==> src/rtl/range_collector.sv <==
// rtl/range_collector.sv - captures range-finder results into a FIFO stream with error/drop counters
//
// Purpose:
//   Watches the range finder's go/finish control bus and captures each
//   completed measurement into a small result FIFO. The FIFO is presented
//   as a valid/ready stream. The block also keeps saturating counts of error
//   events and of results lost to a full FIFO.
//
// Optional feature macro: RANGE_COLLECT_MAX_EN (adds max_range output).
//
// Ports:
//   clock       in   single clock, rising edge
//   reset       in   synchronous active-high reset, clears all state
//   go          in   range finder go
//   finish      in   range finder finish
//   range       in   range finder result, sampled on the capture cycle
//   error       in   range finder error flag
//   out_data    out  FIFO head result
//   out_valid   out  FIFO non-empty
//   out_ready   in   consumer accepts head
//   busy        out  measurement session in progress
//   err_count   out  saturating count of error rising edges
//   drop_count  out  saturating count of results dropped on a full FIFO
//   max_range   out  running maximum of captured ranges (RANGE_COLLECT_MAX_EN only)

module range_collector #(
  parameter int WIDTH = 16,
  parameter int DEPTH = 4,
  parameter int CNT_W = 8
) (
  input  logic             clock,
  input  logic             reset,
  input  logic             go,
  input  logic             finish,
  input  logic [WIDTH-1:0] range,
  input  logic             error,
  output logic [WIDTH-1:0] out_data,
  output logic             out_valid,
  input  logic             out_ready,
  output logic             busy,
  output logic [CNT_W-1:0] err_count,
  output logic [CNT_W-1:0] drop_count
`ifdef RANGE_COLLECT_MAX_EN
  ,
  output logic [WIDTH-1:0] max_range
`endif
);

  localparam int AW = (DEPTH > 1) ? $clog2(DEPTH) : 1;

  typedef enum logic [1:0] {
    S_IDLE   = 2'd0,
    S_ACTIVE = 2'd1,
    S_HOLD   = 2'd2
  } state_t;

  state_t           r_state;
  logic [WIDTH-1:0] r_mem [DEPTH];
  // One extra pointer bit separates full from empty when the indices match.
  logic [AW:0]      r_wr_ptr;
  logic [AW:0]      r_rd_ptr;
  logic             r_error_q;

  logic             w_push;
  logic             w_pop;
  logic             w_full;
  logic             w_empty;
  logic             w_err_evt;

  assign w_empty   = (r_wr_ptr == r_rd_ptr);
  assign w_full    = (r_wr_ptr[AW] != r_rd_ptr[AW]) &&
                     (r_wr_ptr[AW-1:0] == r_rd_ptr[AW-1:0]);
  assign w_push    = (r_state == S_ACTIVE) && finish;
  assign w_pop     = !w_empty && out_ready;
  assign w_err_evt = error && !r_error_q;

  assign out_valid = !w_empty;
  // Head read straight from storage: stable while stalled because writes
  // never target the head slot unless that slot is popped in the same cycle.
  assign out_data  = r_mem[r_rd_ptr[AW-1:0]];
  assign busy      = (r_state == S_ACTIVE);

  always_ff @(posedge clock) begin
    if (reset) begin
      r_state    <= S_IDLE;
      r_wr_ptr   <= '0;
      r_rd_ptr   <= '0;
      r_error_q  <= 1'b0;
      err_count  <= '0;
      drop_count <= '0;
      for (int i = 0; i < DEPTH; i++) begin
        r_mem[i] <= '0;
      end
`ifdef RANGE_COLLECT_MAX_EN
      max_range  <= '0;
`endif
    end else begin
      case (r_state)
        S_IDLE:   if (go && !finish) r_state <= S_ACTIVE;
        S_ACTIVE: if (finish)        r_state <= S_HOLD;
        S_HOLD:   if (!finish)       r_state <= S_IDLE;
        default:                     r_state <= S_IDLE;
      endcase

      r_error_q <= error;
      if (w_err_evt && (err_count != '1)) begin
        err_count <= err_count + CNT_W'(1);
      end

      if (w_pop) begin
        r_rd_ptr <= r_rd_ptr + (AW+1)'(1);
      end

      if (w_push) begin
        // A simultaneous pop frees the slot, so a full FIFO still accepts.
        if (!w_full || w_pop) begin
          r_mem[r_wr_ptr[AW-1:0]] <= range;
          r_wr_ptr                <= r_wr_ptr + (AW+1)'(1);
        end else if (drop_count != '1) begin
          drop_count <= drop_count + CNT_W'(1);
        end
      end

`ifdef RANGE_COLLECT_MAX_EN
      // Dropped results still count toward the running maximum.
      if (w_push && (range > max_range)) begin
        max_range <= range;
      end
`endif
    end
  end

endmodule

==> config.mk <==
export PLATFORM = sky130hd
export DESIGN_NAME = range_collector
export DESIGN_NICKNAME = d
export VERILOG_FILES = /design/src/rtl/range_collector.sv
export SDC_FILE = /design/constraint.sdc
export NUM_CORES = 1
export LEC_CHECK = 0
export ABC_AREA = 1
export CORE_AREA = 2 2 144 111
export CTS_BUF_LIST = sky130_fd_sc_hd__clkbuf_16
export CTS_CLUSTER_SIZE = 16
export DETAILED_ROUTE_END_ITERATION = 10
export DIE_AREA = 0 0 146 113
export PLACE_DENSITY = 0.48
export SLEW_MARGIN = 0
export SYNTH_ARGS = -nofsm -noshare
export SYNTH_HDL_FRONTEND = slang
export SYNTH_SLANG_ARGS = --single-unit
==> constraint.sdc <==
create_clock -name clock -period 5.8 [get_ports clock]
set_input_delay 0.58 -clock clock [delete_from_list [all_inputs] [get_ports clock]]
set_output_delay 0.58 -clock clock [all_outputs]
set_load 0.005 [all_outputs]
* After elaboration in Yosys (flattened, before gate mapping) *
Memories as Yosys holds them, arrays and structs flattened. A register that Yosys moved wholly into a read port is not among the register bits.
Cells that the tools add are included.

word-level totals
  input port bits = 22
  register bits after elaboration = 25
  bits in writable memories = 64
  memories = 1

operators by class
  multiplexer cells = 15
  bitwise logic cells = 1
  $add $sub $neg = 4
  reductions and logical operators = 16
  equal/unequal tests = 10

memories
  memory  words  bits a word  rd ports  clocked after Yosys merged registers in  write ports  line  text
  r_mem   4      16           1         1                                        4            58    logic [WIDTH-1:0] r_mem [DEPTH];

operator list
  operator                                                         number
  8-bit by 1-bit adder with 8-bit output, second input constant    2
  16-bit 2-to-1 mux                                                1
  8-bit inequality test, second input constant                     2
  16-bit OR reduction                                              1
  2-bit 2-to-1 mux                                                 6
  1-bit 2-to-1 mux                                                 7
  3-bit by 1-bit adder with 3-bit output, second input constant    2
  1-bit logical AND                                                6
  2-bit inequality test, second input constant                     3
  2-bit one-hot mux with 3 select lines                            1
  3-bit AND reduction                                              2
  1-bit logical NOT                                                4
  3-bit == test                                                    1
  2-bit by 1-bit == test with 1-bit output, second input constant  1
  2-bit == test                                                    1
  2-bit == test, second input constant                             1
  2-bit logical NOT                                                1
  2-bit AND reduction                                              1
  1-bit logical OR                                                 1
  1-bit inequality test                                            1
  1-bit NOT                                                        1

* Logic depth before layout (Yosys ltp) *
  depth after elaboration = 10
  mapped depth = 10

* Least setup slack after synthesis *
No wires, ideal clock.

  path type = in2reg
  start = in reset
  end = mem r_mem[2][0], enable pin
  data required time = 5.389 ns
  path buffers = 1
  slack = 3.058 ns
  stages = 4
  setup time = 0.411 ns
  data arrival time = 2.331 ns
  cells stage by stage = buf_2 -> inv_1 -> nand4_4 -> o21ai_0

RTL lines
  item             line  text
  start, declared  32    input logic reset,
  end, declared    58

==> metrics <==
Post-route DRC=0; overall power=1550 uW; Lkg Pwr=0.00198 uW; slowest stage delay, CP=0.88 ns; Critical Path AT=3.61 ns; crit path max-delay cell type=clkdlybuf4s50_1; Die Area=0.0165 mm2; Die W=146 um; number of synthesized flops with an enable pin=64; status=finished clean; Yosys cell types=31; drt wl/cell=14.9 um; Synthesized Nets=479; crit-path max FO=35; worst hold path class=reg -> reg; post-layout util=36.3%; GRT Total Usage=13.7%; Worst R2R Setup Slack=2.56 ns; Core Area=0.0150 mm2; FF/Latch Area=0.00246 mm2; clk slew on worst S/H paths=0.06 ns; cell taking the most area after synthesis=edfxtp_1; Rel. slew slack=33.0%; Initial Utilization=29.6%; first-pass GRT wire length=17.5 mm; pwr dens=285 mW/mm2; skew final=0.00638 ns; final period utilization=62.7%; share of cells above drive strength 1=14.2%; RSZ-0062 raised after global routing=no; Syn. warnings=0; Worst setup SP type=primary input; sequential fraction of the synthesis area=55.4%; worst-path cell chain=clkdlybuf4s50_1 > inv_1 > nand4_4 > buf_4 > nand2_1 > nor2_2; TritonCTS clock tree=done; Finished Cell Area=0.00546 mm2; worst setup path startpoint=reset; Max Slew Vio Count=0; diodes inserted=0; worst slew pin tran=1.00 ns; total I/O pin count=56; Post-CTS Setup Bufs=0; Clock Path Buffers=2; post-synthesis cell count=453; nets=528; final hold vios=0; kind of critical path=in -> reg; Die Span Y=113 um; number of global-route vias before repair=3290; most common cell in the synthesized netlist=nor2_1; Worst Reg-to-Reg Cells=9; CTS root buf=clkbuf_16; CP Data Required Time=5.77 ns; worst r2r src=r_wr_ptr[1]$_SDFFE_PP0P_; r2r endpoint=r_mem[3][12]$_DFFE_PP_; final RePlAce weighted congestion=0.763; area of the multi-input gates=0.00168 mm2; clk sinks=91; vias per cell=4.58; cts-stage hold buffer count=0; Top FF cell, synth=edfxtp_1; grt total ovfl=0; flops & latches, synth=91; syn avg cell area=9.82 um2; VDD IR max=0.000148 V; pre-CTS setup slack=1.76 ns; ys async rst share=0%; Port Buf Inserts=55; Routed Wire Length=10.6 mm; vias=3255; ANT nets after route=0; post-route setup slack=2.16 ns; Max Clk Rate=275 MHz; min Tclk post-route=3.64 ns; Starting DRT DRC Count=193; CP endpoint=r_mem[3][12]$_DFFE_PP_; Fillers=1534; area post-placement=0.00516 mm2; Gates resized, CTS repair=0; site row count=39; Commonest cells post-synth=nor2_1 (70), edfxtp_1 (64), nand2_1 (55); final setup vio count=0; # H-tree levels=3; detailed placement HPWL=6.73 mm; initial antenna violation count=0; largest net degree at the start of global routing=36; first-pass detailed-route iteration total=4; Synth area leaders=edfxtp_1 (43%), dfxtp_1 (12%), nor3_2 (8.8%); area grow syn2layout=22.7%; TNS Setup=0 ns; Crit. End Element=flip-flop; Post-Syn Area=0.00445 mm2; total of max-cap violations=0; Synth top area share=43.2%; clk_lat worst skew=0.35 ns; Num CTS Buffers=9
-- cell families after synthesis --
family / share of synthesized area [%]
adder cells (fa/ha/maj): 1.13
AO/OA/AOI/OAI: 9.57
AND/OR/NAND/NOR: 25.5
XOR/XNOR: 1.58
buffers and inverters: 6.87
flip-flops: 55.4
-- worst min path at each step --
| stage | start | endpoint | slack [ns] | depth (start not counted) |
|---|---|---|---|---|
| after floorplan | r_state[1]$_SDFFE_PP0P_ | r_state[0]$_SDFFE_PP0P_ | 0.40 | 1 |
| after global placement | r_state[1]$_SDFFE_PP0P_ | r_state[0]$_SDFFE_PP0P_ | 0.41 | 1 |
| after detailed placement | r_state[1]$_SDFFE_PP0P_ | r_state[0]$_SDFFE_PP0P_ | 0.42 | 1 |
| after CTS | r_state[1]$_SDFFE_PP0P_ | r_state[0]$_SDFFE_PP0P_ | 0.44 | 1 |
| after global routing | r_state[1]$_SDFFE_PP0P_ | r_state[0]$_SDFFE_PP0P_ | 0.49 | 1 |
| final | r_state[1]$_SDFFE_PP0P_ | r_state[0]$_SDFFE_PP0P_ | 0.44 | 1 |
-- through the flow --
stage,std cells,hold WS (ns)
floorplan,453,0.399
global placement,696,0.410
detailed placement,696,0.420
finish,711,0.437
global route,711,0.493
CTS,711,0.438
-- state kept, by name, summed over array words and instances, names as in the netlist, named ones only --
| name | count |
|---|---|
| r_error_q | 1 |
| r_mem | 64 |
| r_state | 2 |
| r_wr_ptr | 3 |
| r_rd_ptr | 3 |
| drop_count | 8 |
| err_count | 8 |
-- area by class of cell --
| type | instances | area share, % |
|---|---|---|
| multi-input combinational | 294 | 30.8 |
| sequential | 91 | 45.1 |
| inverter | 45 | 3.09 |
| clock buffer | 9 | 4.13 |
| timing repair buffer | 61 | 10.9 |
| tap | 205 | 4.70 |
| clock inverter | 6 | 1.24 |
-- cells in the final DEF, fill, tap and decap left out, drive strengths merged, types with 3 or more instances in the layout --
| cell | netlist | final |
|---|---|---|
| o22ai | 16 | 16 |
| dfxtp | 27 | 27 |
| a21oi | 15 | 15 |
| nand2 | 58 | 58 |
| clkinv | 0 | 3 |
| nand3 | 10 | 10 |
| clkdlybuf4s50 | 0 | 55 |
| edfxtp | 64 | 64 |
| buf | 13 | 6 |
| clkbuf | 10 | 9 |
| xor2 | 7 | 7 |
| nor2 | 74 | 74 |
| ha | 4 | 4 |
| o21ai | 50 | 50 |
| inv | 45 | 45 |
| nor3 | 51 | 51 |
| nand4 | 6 | 6 |
-- power by group --
group / internal [uW] / leakage, uW / total, uW / switching [uW]
Combinational: 102 / 0.000962 / 230 / 128
Sequential: 721 / 0.000880 / 736 / 15.2
Clock: 332 / 0.000137 / 587 / 255
-- layer usage --
metal | vias up | track usage (%) | wire length, um
li1 | 1649 | - | -
met5 | - | 0 | 0
met2 | 73 | 21.5 | 4700
met4 | 0 | 3.30 | 97
met3 | 10 | 4.48 | 610
met1 | 1523 | 18.4 | 5170
-- critical path: cells and delay by family --
| kind | cells | cell delay, ns |
|---|---|---|
| and+or+nand+nor | 3 | 1.13 |
| buffers and inverters | 3 | 1.85 |
Note: power is estimated with default switching activity, not from simulation.
